[src/rtl/trap_pkg.sv]
// Shared trap sequencer types: FSM state encoding, exception cause codes and drain length.
package trap_pkg;

    typedef enum logic [1:0] {
        ST_IDLE     = 2'd0,
        ST_DRAIN    = 2'd1,
        ST_SAVE     = 2'd2,
        ST_REDIRECT = 2'd3
    } trap_state_e;

    localparam logic [3:0] CAUSE_ILLEGAL    = 4'd2;
    localparam logic [3:0] CAUSE_BREAKPOINT = 4'd3;
    localparam logic [3:0] CAUSE_ECALL_M    = 4'd11;
    localparam logic [3:0] CAUSE_MEI        = 4'd11;

    localparam logic [1:0] DRAIN_CYCLES = 2'd2;

endpackage

[src/rtl/trap_sequencer.sv]
// Sequences exceptions, mret and (with TRAP_IRQ_EN) external interrupts: drain, CSR save, fetch redirect.
// Idle: hazard controls pass through combinationally; busy: overrides them (trap 5 cycles, mret 2).
module trap_sequencer
    import trap_pkg::*;
#(
    parameter int XLEN = 32
) (
    input  logic            clk,
    input  logic            rst_n,
    input  logic            exc_valid_e,
    input  logic [3:0]      exc_cause_e,
    input  logic            mret_e,
    input  logic [XLEN-1:0] pc_e,
    input  logic            irq_ext,
    input  logic            mstatus_mie,
    input  logic            mie_meie,
    input  logic [XLEN-1:0] mtvec,
    input  logic [XLEN-1:0] mepc,
    input  logic            stall_f_hz,
    input  logic            stall_d_hz,
    input  logic            flush_d_hz,
    input  logic            flush_e_hz,
    output logic            stall_f,
    output logic            stall_d,
    output logic            flush_d,
    output logic            flush_e,
    output logic            flush_m,
    output logic            trap_redirect,
    output logic [XLEN-1:0] trap_pc,
    output logic            csr_mepc_we,
    output logic [XLEN-1:0] csr_mepc_wdata,
    output logic            csr_mcause_we,
    output logic [XLEN-1:0] csr_mcause_wdata,
    output logic            csr_mstatus_trap,
    output logic            csr_mstatus_mret,
    output logic            busy
);

    trap_state_e     state_q, state_d;
    logic [XLEN-1:0] epc_q, epc_d;
    logic [3:0]      cause_q, cause_d;
    logic            irq_q, irq_d;
    logic            mret_q, mret_d;
    logic [1:0]      cnt_q, cnt_d;
    logic            irq_take;

`ifdef TRAP_IRQ_EN
    assign irq_take = irq_ext & mstatus_mie & mie_meie;
    logic unused_cfg;
    assign unused_cfg = ^mtvec[1:0];
`else
    assign irq_take = 1'b0;
    logic unused_cfg;
    assign unused_cfg = ^{irq_ext, mstatus_mie, mie_meie, mtvec[1:0]};
`endif

    always_ff @(posedge clk or negedge rst_n) begin
        if (!rst_n) begin
            state_q <= ST_IDLE;
            epc_q   <= '0;
            cause_q <= '0;
            irq_q   <= 1'b0;
            mret_q  <= 1'b0;
            cnt_q   <= '0;
        end else begin
            state_q <= state_d;
            epc_q   <= epc_d;
            cause_q <= cause_d;
            irq_q   <= irq_d;
            mret_q  <= mret_d;
            cnt_q   <= cnt_d;
        end
    end

    always_comb begin
        state_d          = state_q;
        epc_d            = epc_q;
        cause_d          = cause_q;
        irq_d            = irq_q;
        mret_d           = mret_q;
        cnt_d            = cnt_q;
        stall_f          = 1'b0;
        stall_d          = 1'b0;
        flush_d          = 1'b0;
        flush_e          = 1'b0;
        flush_m          = 1'b0;
        trap_redirect    = 1'b0;
        trap_pc          = '0;
        csr_mepc_we      = 1'b0;
        csr_mepc_wdata   = '0;
        csr_mcause_we    = 1'b0;
        csr_mcause_wdata = '0;
        csr_mstatus_trap = 1'b0;
        csr_mstatus_mret = 1'b0;
        busy             = 1'b0;

        // Outputs are forced low for the whole time reset is held, not just after the edge.
        if (rst_n) begin
            busy = (state_q != ST_IDLE);
            case (state_q)
                ST_IDLE: begin
                    if (exc_valid_e || mret_e || irq_take) begin
                        // Kill the Execute instruction and freeze fetch/decode; any branch flush is dropped.
                        epc_d   = pc_e;
                        flush_m = 1'b1;
                        stall_f = 1'b1;
                        stall_d = 1'b1;
                        flush_e = 1'b1;
                        cnt_d   = DRAIN_CYCLES - 2'd1;
                        if (exc_valid_e) begin
                            cause_d = exc_cause_e;
                            irq_d   = 1'b0;
                            mret_d  = 1'b0;
                            state_d = ST_DRAIN;
                        end else if (mret_e) begin
                            mret_d  = 1'b1;
                            state_d = ST_REDIRECT;
                        end else begin
                            cause_d = CAUSE_MEI;
                            irq_d   = 1'b1;
                            mret_d  = 1'b0;
                            state_d = ST_DRAIN;
                        end
                    end else begin
                        stall_f = stall_f_hz;
                        stall_d = stall_d_hz;
                        flush_d = flush_d_hz;
                        flush_e = flush_e_hz;
                    end
                end
                ST_DRAIN: begin
                    stall_f = 1'b1;
                    stall_d = 1'b1;
                    flush_e = 1'b1;
                    if (cnt_q == 2'd0) begin
                        state_d = ST_SAVE;
                    end else begin
                        cnt_d = cnt_q - 2'd1;
                    end
                end
                ST_SAVE: begin
                    stall_f          = 1'b1;
                    stall_d          = 1'b1;
                    flush_e          = 1'b1;
                    csr_mepc_we      = 1'b1;
                    csr_mepc_wdata   = epc_q;
                    csr_mcause_we    = 1'b1;
                    csr_mcause_wdata = {irq_q, {(XLEN-5){1'b0}}, cause_q};
                    csr_mstatus_trap = 1'b1;
                    state_d          = ST_REDIRECT;
                end
                ST_REDIRECT: begin
                    trap_redirect    = 1'b1;
                    flush_d          = 1'b1;
                    flush_e          = 1'b1;
                    trap_pc          = mret_q ? mepc : {mtvec[XLEN-1:2], 2'b00};
                    csr_mstatus_mret = mret_q;
                    state_d          = ST_IDLE;
                end
                default: state_d = ST_IDLE;
            endcase
        end
    end

endmodule

[config.mk]
export PLATFORM = sky130hd
export DESIGN_NAME = trap_sequencer
export DESIGN_NICKNAME = d
export VERILOG_FILES = /design/src/rtl/trap_pkg.sv /design/src/rtl/trap_sequencer.sv
export SDC_FILE = /design/constraint.sdc
export NUM_CORES = 1
export LEC_CHECK = 0
export CAP_MARGIN = 40
export CORE_MARGIN = 2
export CORE_UTILIZATION = 25
export CTS_BUF_LIST = sky130_fd_sc_hd__clkbuf_8 sky130_fd_sc_hd__clkbuf_16
export DETAILED_ROUTE_END_ITERATION = 12
export GPL_TIMING_DRIVEN = 0
export REMOVE_ABC_BUFFERS = 1
export SYNTH_ARGS = -nofsm -noshare
export SYNTH_HDL_FRONTEND = slang
export SYNTH_SLANG_ARGS = --single-unit
[constraint.sdc]
create_clock -name clk -period 4.91 [get_ports clk]
set_input_delay 0.491 -clock clk [delete_from_list [all_inputs] [get_ports clk]]
set_output_delay 0.491 -clock clk [all_outputs]
set_load 0.02 [all_outputs]
Word level (Yosys, flattened, before mapping)
Cells that the tools add are included.
- logic and storage cells: 68
- flip-flop bits (word level): 42
- reduce and logical (&&, ||, !) cells: 11
- equal/unequal tests: 7
- muxes and demuxes: 43
- add/sub/neg operators: 1
- operators with widths (kind ; number):
    2-to-1 mux 32 bit ; 7
    2-to-1 mux 1 bit ; 22
    2-to-1 mux 2 bit ; 6
    2-to-1 mux 4 bit ; 2
    inequality test 2 bit, second input constant ; 4
    case mux 1 bit (2 select lines) ; 4
    case mux 2 bit (4 select lines) ; 1
    AND reduction 4 bit ; 2
    AND reduction 3 bit ; 2
    == test 2 bit, second input constant ; 2
    zero test 2 bit ; 2
    case mux 2 bit (2 select lines) ; 1
    nonzero test 2 bit ; 2
    OR reduction 3 bit ; 1
    == test 2 x 1 -> 1 bit, second input constant ; 1
    OR reduction 2 bit ; 1
    subtractor 2 x 1 -> 2 bit, second input constant ; 1
    logical OR 1 bit ; 1

Longest topological paths before layout
Gate-level depths: netlist of the first run.
- word-level depth: 4
- gate-level depth with buffers: 7
- gate-level depth less buffers: 5

Worst setup path before layout of the first run
No wires, ideal clock.
- path kind: flip-flop to output port
- from: register state_q[0]
- to: output port csr_mepc_wdata[15]
- path slack: 3.042 ns
- arrival: 1.377 ns
- cell stages (with the launch flop): 6
- path buffers: 2
- path through: dfrtp_1 inv_1 ha_1 clkbuf_1 clkbuf_1 and3_1
- word-level cells in the longest chain between the ends: 3
- RTL lines (element ; RTL line ; source):
    start: declaration ; trap_sequencer.sv:39 ; trap_state_e state_q, state_d;
    start signal: assignment ; trap_sequencer.sv:66 ; state_q <= state_d;
    == test 2 bit ; trap_sequencer.sv:100 ; case (state_q)
    2-to-1 mux 32 bit ; trap_sequencer.sv:100 ;
    2-to-1 mux 32 bit ; trap_sequencer.sv:98 ; if (rst_n) begin
    end: declaration ; trap_sequencer.sv:31 ; output logic [XLEN-1:0] csr_mepc_wdata,
No other way between the ends.

Final worst setup path of the first run
- from: register state_q[0]
- to: output port flush_m
- word-level cells in the longest chain between the ends: 3
- RTL lines (element ; RTL line ; source):
    zero test 2 bit ; trap_sequencer.sv:100 ;
    2-to-1 mux 1 bit ; trap_sequencer.sv:100 ;
    2-to-1 mux 1 bit ; trap_sequencer.sv:98 ;
    end: declaration ; trap_sequencer.sv:27 ; output logic flush_m,
No other way between the ends.

==> results.md, run 1 <==
* Setup TNS at 0 ns
* DP Wirelength at around 7000 um
* RSZ-0062 raised after global routing: no
* Int Pwr at between 1 and 1.5 mW
* CP endpoint kind: primary output
* Final net count at around 570
* Proportion of netlist area held by the largest area contributor at 38.10%
* Starting Density at around a quarter
* First-pass GRT wire length at 13370 um
* P per Cell Area at 429.4 mW/mm^2
* Total GRT Usage at between 10% and 20%
* Post-route ant nets at 0
* Largest cells by area after synthesis: dfrtp_1, mux2_2, mux2i_1
* Avg Vias per Cell at between 4 and 5
* Post-synth EDFFs at 0
* FMAX at ~0.32 GHz
* Switching share of power at 38.49%
* GRT Residual Overflow at 0
* Post-synthesis cell count at ~280
* Hold crit path type: in -> async
* Register area share after synthesis at 38.10%
* Register area at ~0.0011 sq mm
* Clock Sinks at 42
* Clock root cell: clkbuf_8
* Arr. time, crit path at roughly 2.6 ns
* Layout Skew at roughly 0.007 ns
* Clk_lat worst skew at roughly 0.29 ns
* Die Height at roughly 110 um
* Resized Gates After CTS at 0
* Outcome: finished, final reports clean
* Multi-input gate area at 0.001468 sq mm
* Die area at between 0.01 and 0.015 sq mm
* Synth Register Bits at 42
* Final hold vios at 0
* Post-synth top cells: dfrtp_1, and3_1, mux2_2
* TritonCTS clock tree: done
* Clock tree buffer depth at 2
* Worst vdd ir at ~240 uV
* Clk network pwr share at between 10% and 20%
* Headroom to the max-slew limit at a little over two fifths
* Routability cong. at between 0.7 and 0.8
* Sw power at slightly below 0.8 mW
* Vias in the first global route at ~2600
* Synthesized cell area at around 0.0028 sq mm
* Critical Setup Path Class: reg -> out
* Worst Path Required at roughly 4.4 ns
* Largest fanout on the critical path at 27
* Num CTS Buffers at 5
* DR vias at 2597
* Worst stage delay on the critical path at roughly 0.63 ns
* Fillers at 1077
* Synth unique cells at 29
* Leak pwr at between 2 and 2.5 nW
* R2r setup slk at roughly 2.8 ns
* Most common cell in the netlist: dfrtp_1
* Util after Layout at between 40% and 50%
* R2R depth at 6
* Post-CTS Setup Repair Bufs at 0
* Worst reg2reg path startpoint: state_q[0]$_DFFE_PN0P_
* Layout cell share with drive strength beyond 1 at ~11%
* First-pass iteration count of the detailed router at 4
* Final WL at slightly above 9000 um
* CTS Hold Buffers Added at 0
* H-tree levels at 2
* Synth warn at 0
* Detailed Route Iter0 Violations at between 70 and 80
* Hold Slack at 0.3102 ns
* Initial antenna violation count at 0
* Final setup fails at 0
* Startpoint Class: flip-flop
* Drt drc at 0
* Row cnt at 38
* Largest net degree at the start of global routing at 90
* Worst-margin pin slew at around 0.84 ns
* Slowest cell on crit path: clkdlybuf4s50_1
* Port Buffers at 185
* Final Critical Period at roughly 3.1 ns
* Mean post-synth cell area at 10.03 sq um
* Fin crit share at 62.89%
* Final WS setup at around 1.8 ns
* Seq pwr share at around 29%
* Ys async rst share at 100.0%
* Area Overhead vs Synth at 71.56%
* Dpl ws at 1.777 ns
* Synth area leader: dfrtp_1
* Main synth FF type: dfrtp_1
* Core area at roughly 0.011 sq mm
* N_diodes at 0
* Max cap viols at 0
* CP cell instances: inv_1 > ha_1 > nand2_1 > nor2_4 > buf_12 > clkdlybuf4s50_1
* Clock transition at path regs at around 0.080 ns
* Io pins at roughly 220
* Comb pwr share at between 60% and 70%
* DR WL/cell at about 16 um
* Final Max Tran Viols at 0
* R2R Path End: epc_q[27]$_DFFE_PN0P_
* Die W at 109.1 um
==> through the flow <==
step           std cells  total power, mW  instance area (sq um)
3_3_place_gp         577            1.760                   4567
5_1_grt              588            2.179                   4733
6_report             588            2.032                   4733
2_1_floorplan        252            1.302                   2540
4_1_cts              588            2.070                   4733
3_5_place_dp         581            1.841                   4653
==> layout by cell type, fill, tap and decap left out, drive strengths merged <==
cell type and count:
a211oi 1, a21oi 2, a22o 2, a31oi 2, and2 4, and3 39
buf 5, clkbuf 5, clkdlybuf4s50 184, clkinvlp 1, conb 27, dfrtp 42
ha 6, inv 8, mux2 36, mux2i 33, nand2 2, nand2b 2
nand3 2, nor2 36, nor2b 1, nor3 1, nor3b 1, nor4b 1
o211ai 1, o21a 1, or3 2, or3b 1
==> layout make-up <==
class                      instances  area share [%]
timing repair buffer             189           40.81
multi-input combinational        203           31.01
clock buffer                       5           1.454
tap                              140           3.701
inverter                           7          0.5551
sequential                        42           22.23
clock inverter                     2          0.2379
==> worst max-delay path by stage <==
| stage | from | to | slack (ns) | cells past startpoint |
|---|---|---|---|---|
| finish | state_q[0]$_DFFE_PN0P_ | flush_m | 1.82 | 6 |
| global route | rst_n | flush_m | 1.59 | 5 |
| CTS | rst_n | flush_m | 1.77 | 5 |
| detailed placement | rst_n | flush_m | 1.78 | 5 |
| global placement | rst_n | flush_m | -1.27 | 4 |
| floorplan | state_q[0]$_DFFE_PN0P_ | epc_q[0]$_DFFE_PN0P_ | 2.46 | 5 |
==> metal layers <==
metal,GRT usage (%),vias to the layer above,part of all wire (%)
met2,26.40,124,50
met1,16.05,1235,39
met5,0,-,0
met4,3.663,0,1.4
li1,-,1229,-
met3,4.722,9,9.4
==> state kept, by name, indices dropped and copies added, names as in the netlist <==
name,flops
epc_q,32
cause_q,4
cnt_q,2
state_q,2
irq_q,1
mret_q,1
==> power by group through the flow <==
stage,combinational [mW],sequential (mW),clock (mW)
floorplan,0.680,0.622,0
global route,1.31,0.623,0.245
finish,1.22,0.597,0.215
CTS,1.24,0.600,0.230
detailed placement,1.23,0.607,0
global placement,1.11,0.651,0
==> worst max-delay path, delay by kind of cell, from the launching register on <==
kind / cells / cell delay [ns]
fa+ha+maj: 1 / 0.40
flops: 1 / 0.41
simple gates: 2 / 0.48
buf+inv: 3 / 1.00
==> logic make-up (layout without fill, tap and decap cells) <==
family          count (synthesis)  in the layout  synth area share, %
compound gates                  9              9                2.268
simple gates                   92             92                17.69
mux                            69             69                26.67
buf+inv                        56            203                12.43
other cells                     1             27               0.1359
fa+ha+maj                       6              6                2.721
flops                          42             42                38.10
Power figures use the tool's default switching activity.
==> run 2: changes to the inputs <==
==> constraint.sdc (replaced) <==
create_clock -name clk -period 3 [get_ports clk]
set_input_delay 0.3 -clock clk [delete_from_list [all_inputs] [get_ports clk]]
set_output_delay 0.3 -clock clk [all_outputs]
set_load 0.02 [all_outputs]
==> results.md, run 2 (synthesized netlist as in run 1, its figures left out) <==
* Clock Sinks at 42
* Largest net degree at the start of global routing at 90
* Avg Vias per Cell at roughly 4.4
* Core area at approximately 0.011 sq mm
* P per Cell Area at 703.3 mW/mm^2
* Slowest cell on crit path: clkdlybuf4s50_1
* Worst-margin pin slew at between 0.8 and 0.9 ns
* CTS Hold Buffers Added at 0
* Num CTS Buffers at 5
* Initial antenna violation count at 0
* Critical Setup Path Class: reg -> out
* Final Critical Period at between 2 and 3 ns
* Post-CTS Setup Repair Bufs at 0
* Worst vdd ir at between 300 and 400 uV
* FMAX at ~0.36 GHz
* Startpoint Class: flip-flop
* Final Max Tran Viols at 0
* Most common cell after layout, fill and taps aside: clkdlybuf4s50_1
* CP endpoint kind: primary output
* DR vias at ~2600
* Port Buffers at ~190
* CP top delay family: buffers and inverters
* Clock tree buffer depth at 2
* Hold crit path type: in -> async
* Worst stage delay on the critical path at ~0.63 ns
* Largest registers: epc_q x32, cause_q x4
* DR WL/cell at roughly 16 um
* Design Power at approximately 3.3 mW
* Area Overhead vs Synth at 71.66%
* CP cell instances: inv_1 > ha_2 > nand2_1 > nor2_4 > buf_12 > clkdlybuf4s50_1
* Crit path buf inv count at 3
* First-pass GRT wire length at roughly 13000 um
* Layout Skew at 0.006817 ns
* Fin crit share at between 90 and 100%
* Clock transition at path regs at 0.08 ns
* Clock root cell: clkbuf_8
* Post-route insts no fill at 588
* Row cnt at 38
* Max cap viols at 0
* Clk_lat worst skew at around 0.29 ns
* RSZ-0062 raised after global routing: no
* H-tree levels at 2
* Routability cong. at 0.7288
* Layout cell share with drive strength beyond 1 at approximately 11%
* Final hold vios at 0
* Total GRT Usage at 14.45%
* Die area at 0.01189 sq mm
* Drt drc at 0
* First-pass iteration count of the detailed router at 4
* TritonCTS clock tree: done
* Headroom to the max-slew limit at around 44%
* Setup TNS at 0 ns
* Vias in the first global route at 2556
* Most frequent cells in the layout: clkdlybuf4s50_1, dfrtp_1, and3_1, mux2_2, nor2_1
* N_diodes at 0
* Post-route ant nets at 0
* Final setup fails at 0
* Outcome: finished, final reports clean
* Max FFs per register at 32
* Largest fanout on the critical path at 27
* Placed cell count at about 580
* Final WL at slightly above 9000 um
* Top reg by flops: epc_q
* Worst Path Required at around 2.7 ns
* Io pins at approximately 220
* Die W at 109.1 um
* GRT Residual Overflow at 0
* DP Wirelength at a little over 7000 um
* Leak pwr at about 2.1 nW
* Die Height at around 110 um
* Resized Gates After CTS at 0
* Final net count at 565
* Fillers at between 1000 and 1500
* Detailed Route Iter0 Violations at 81
* Arr. time, crit path at roughly 2.5 ns
* Starting Density at between 20% and 30%
==> run 2: report_power, final <==
part / switching [mW] / internal [mW]
Clock: 0.195 / 0.157
Sequential: 0.128 / 0.849
Combinational: 0.959 / 1.04
Total: 1.28 / 2.05
==> run 2: area by class of cell <==
cell class,count,area [sq um],share of cell area (%)
Clock inverter,2,11.26,0.2378
Multi-Input combinational cell,203,1470,31.04
Timing Repair Buffer,189,1932,40.79
Inverter,7,26.28,0.5548
Sequential cell,42,1052,22.22
Clock buffer,5,68.82,1.453
Tap cell,140,175.2,3.699
==> run 2: stage by stage <==
stage | util (%) | hold WS (ns) | setup slack, ns | cell area [sq um]
2_1_floorplan | - | 0.004409 | 0.5509 | 2540
3_3_place_gp | 42.31 | 0.4635 | -2.796 | 4567
3_5_place_dp | 43.11 | 0.4579 | 0.2487 | 4653
4_1_cts | 43.86 | 0.1351 | 0.05169 | 4733
5_1_grt | 43.88 | 0.1745 | 0.002397 | 4736
6_report | 43.88 | 0.1191 | 0.1901 | 4736
==> run 2: metal layers <==
layer / track usage [%] / vias to the layer above / routed length, um
met5: 0 / - / 0
met4: 3.663 / 0 / 127
met3: 4.722 / 9 / 870
met2: 26.40 / 124 / 4628
met1: 16.05 / 1236 / 3607
li1: - / 1229 / -
==> run 2: final timing paths <==
path,start,end,slack (ns),depth (start not counted)
hold / removal,rst_n,epc_q[30]$_DFFE_PN0P_,0.12,1
max in group asynchronous,rst_n,mret_q$_DFFE_PN0P_,2.29,1
hold reg to reg,irq_q$_DFFE_PN0P_,irq_q$_DFFE_PN0P_,0.48,1
setup / recovery,state_q[0]$_DFFE_PN0P_,flush_m,0.19,6
min in group clk,irq_q$_DFFE_PN0P_,irq_q$_DFFE_PN0P_,0.48,1
setup reg to reg,state_q[0]$_DFFE_PN0P_,epc_q[27]$_DFFE_PN0P_,0.94,6
==> run 2: worst register-to-register path: stages (launching register included) <==
cell and delay, ns:
dfrtp_1 0.41, inv_1 0.14, ha_2 0.32, nand2_1 0.12
nor2_4 0.36, buf_12 0.24, mux2_2 0.37
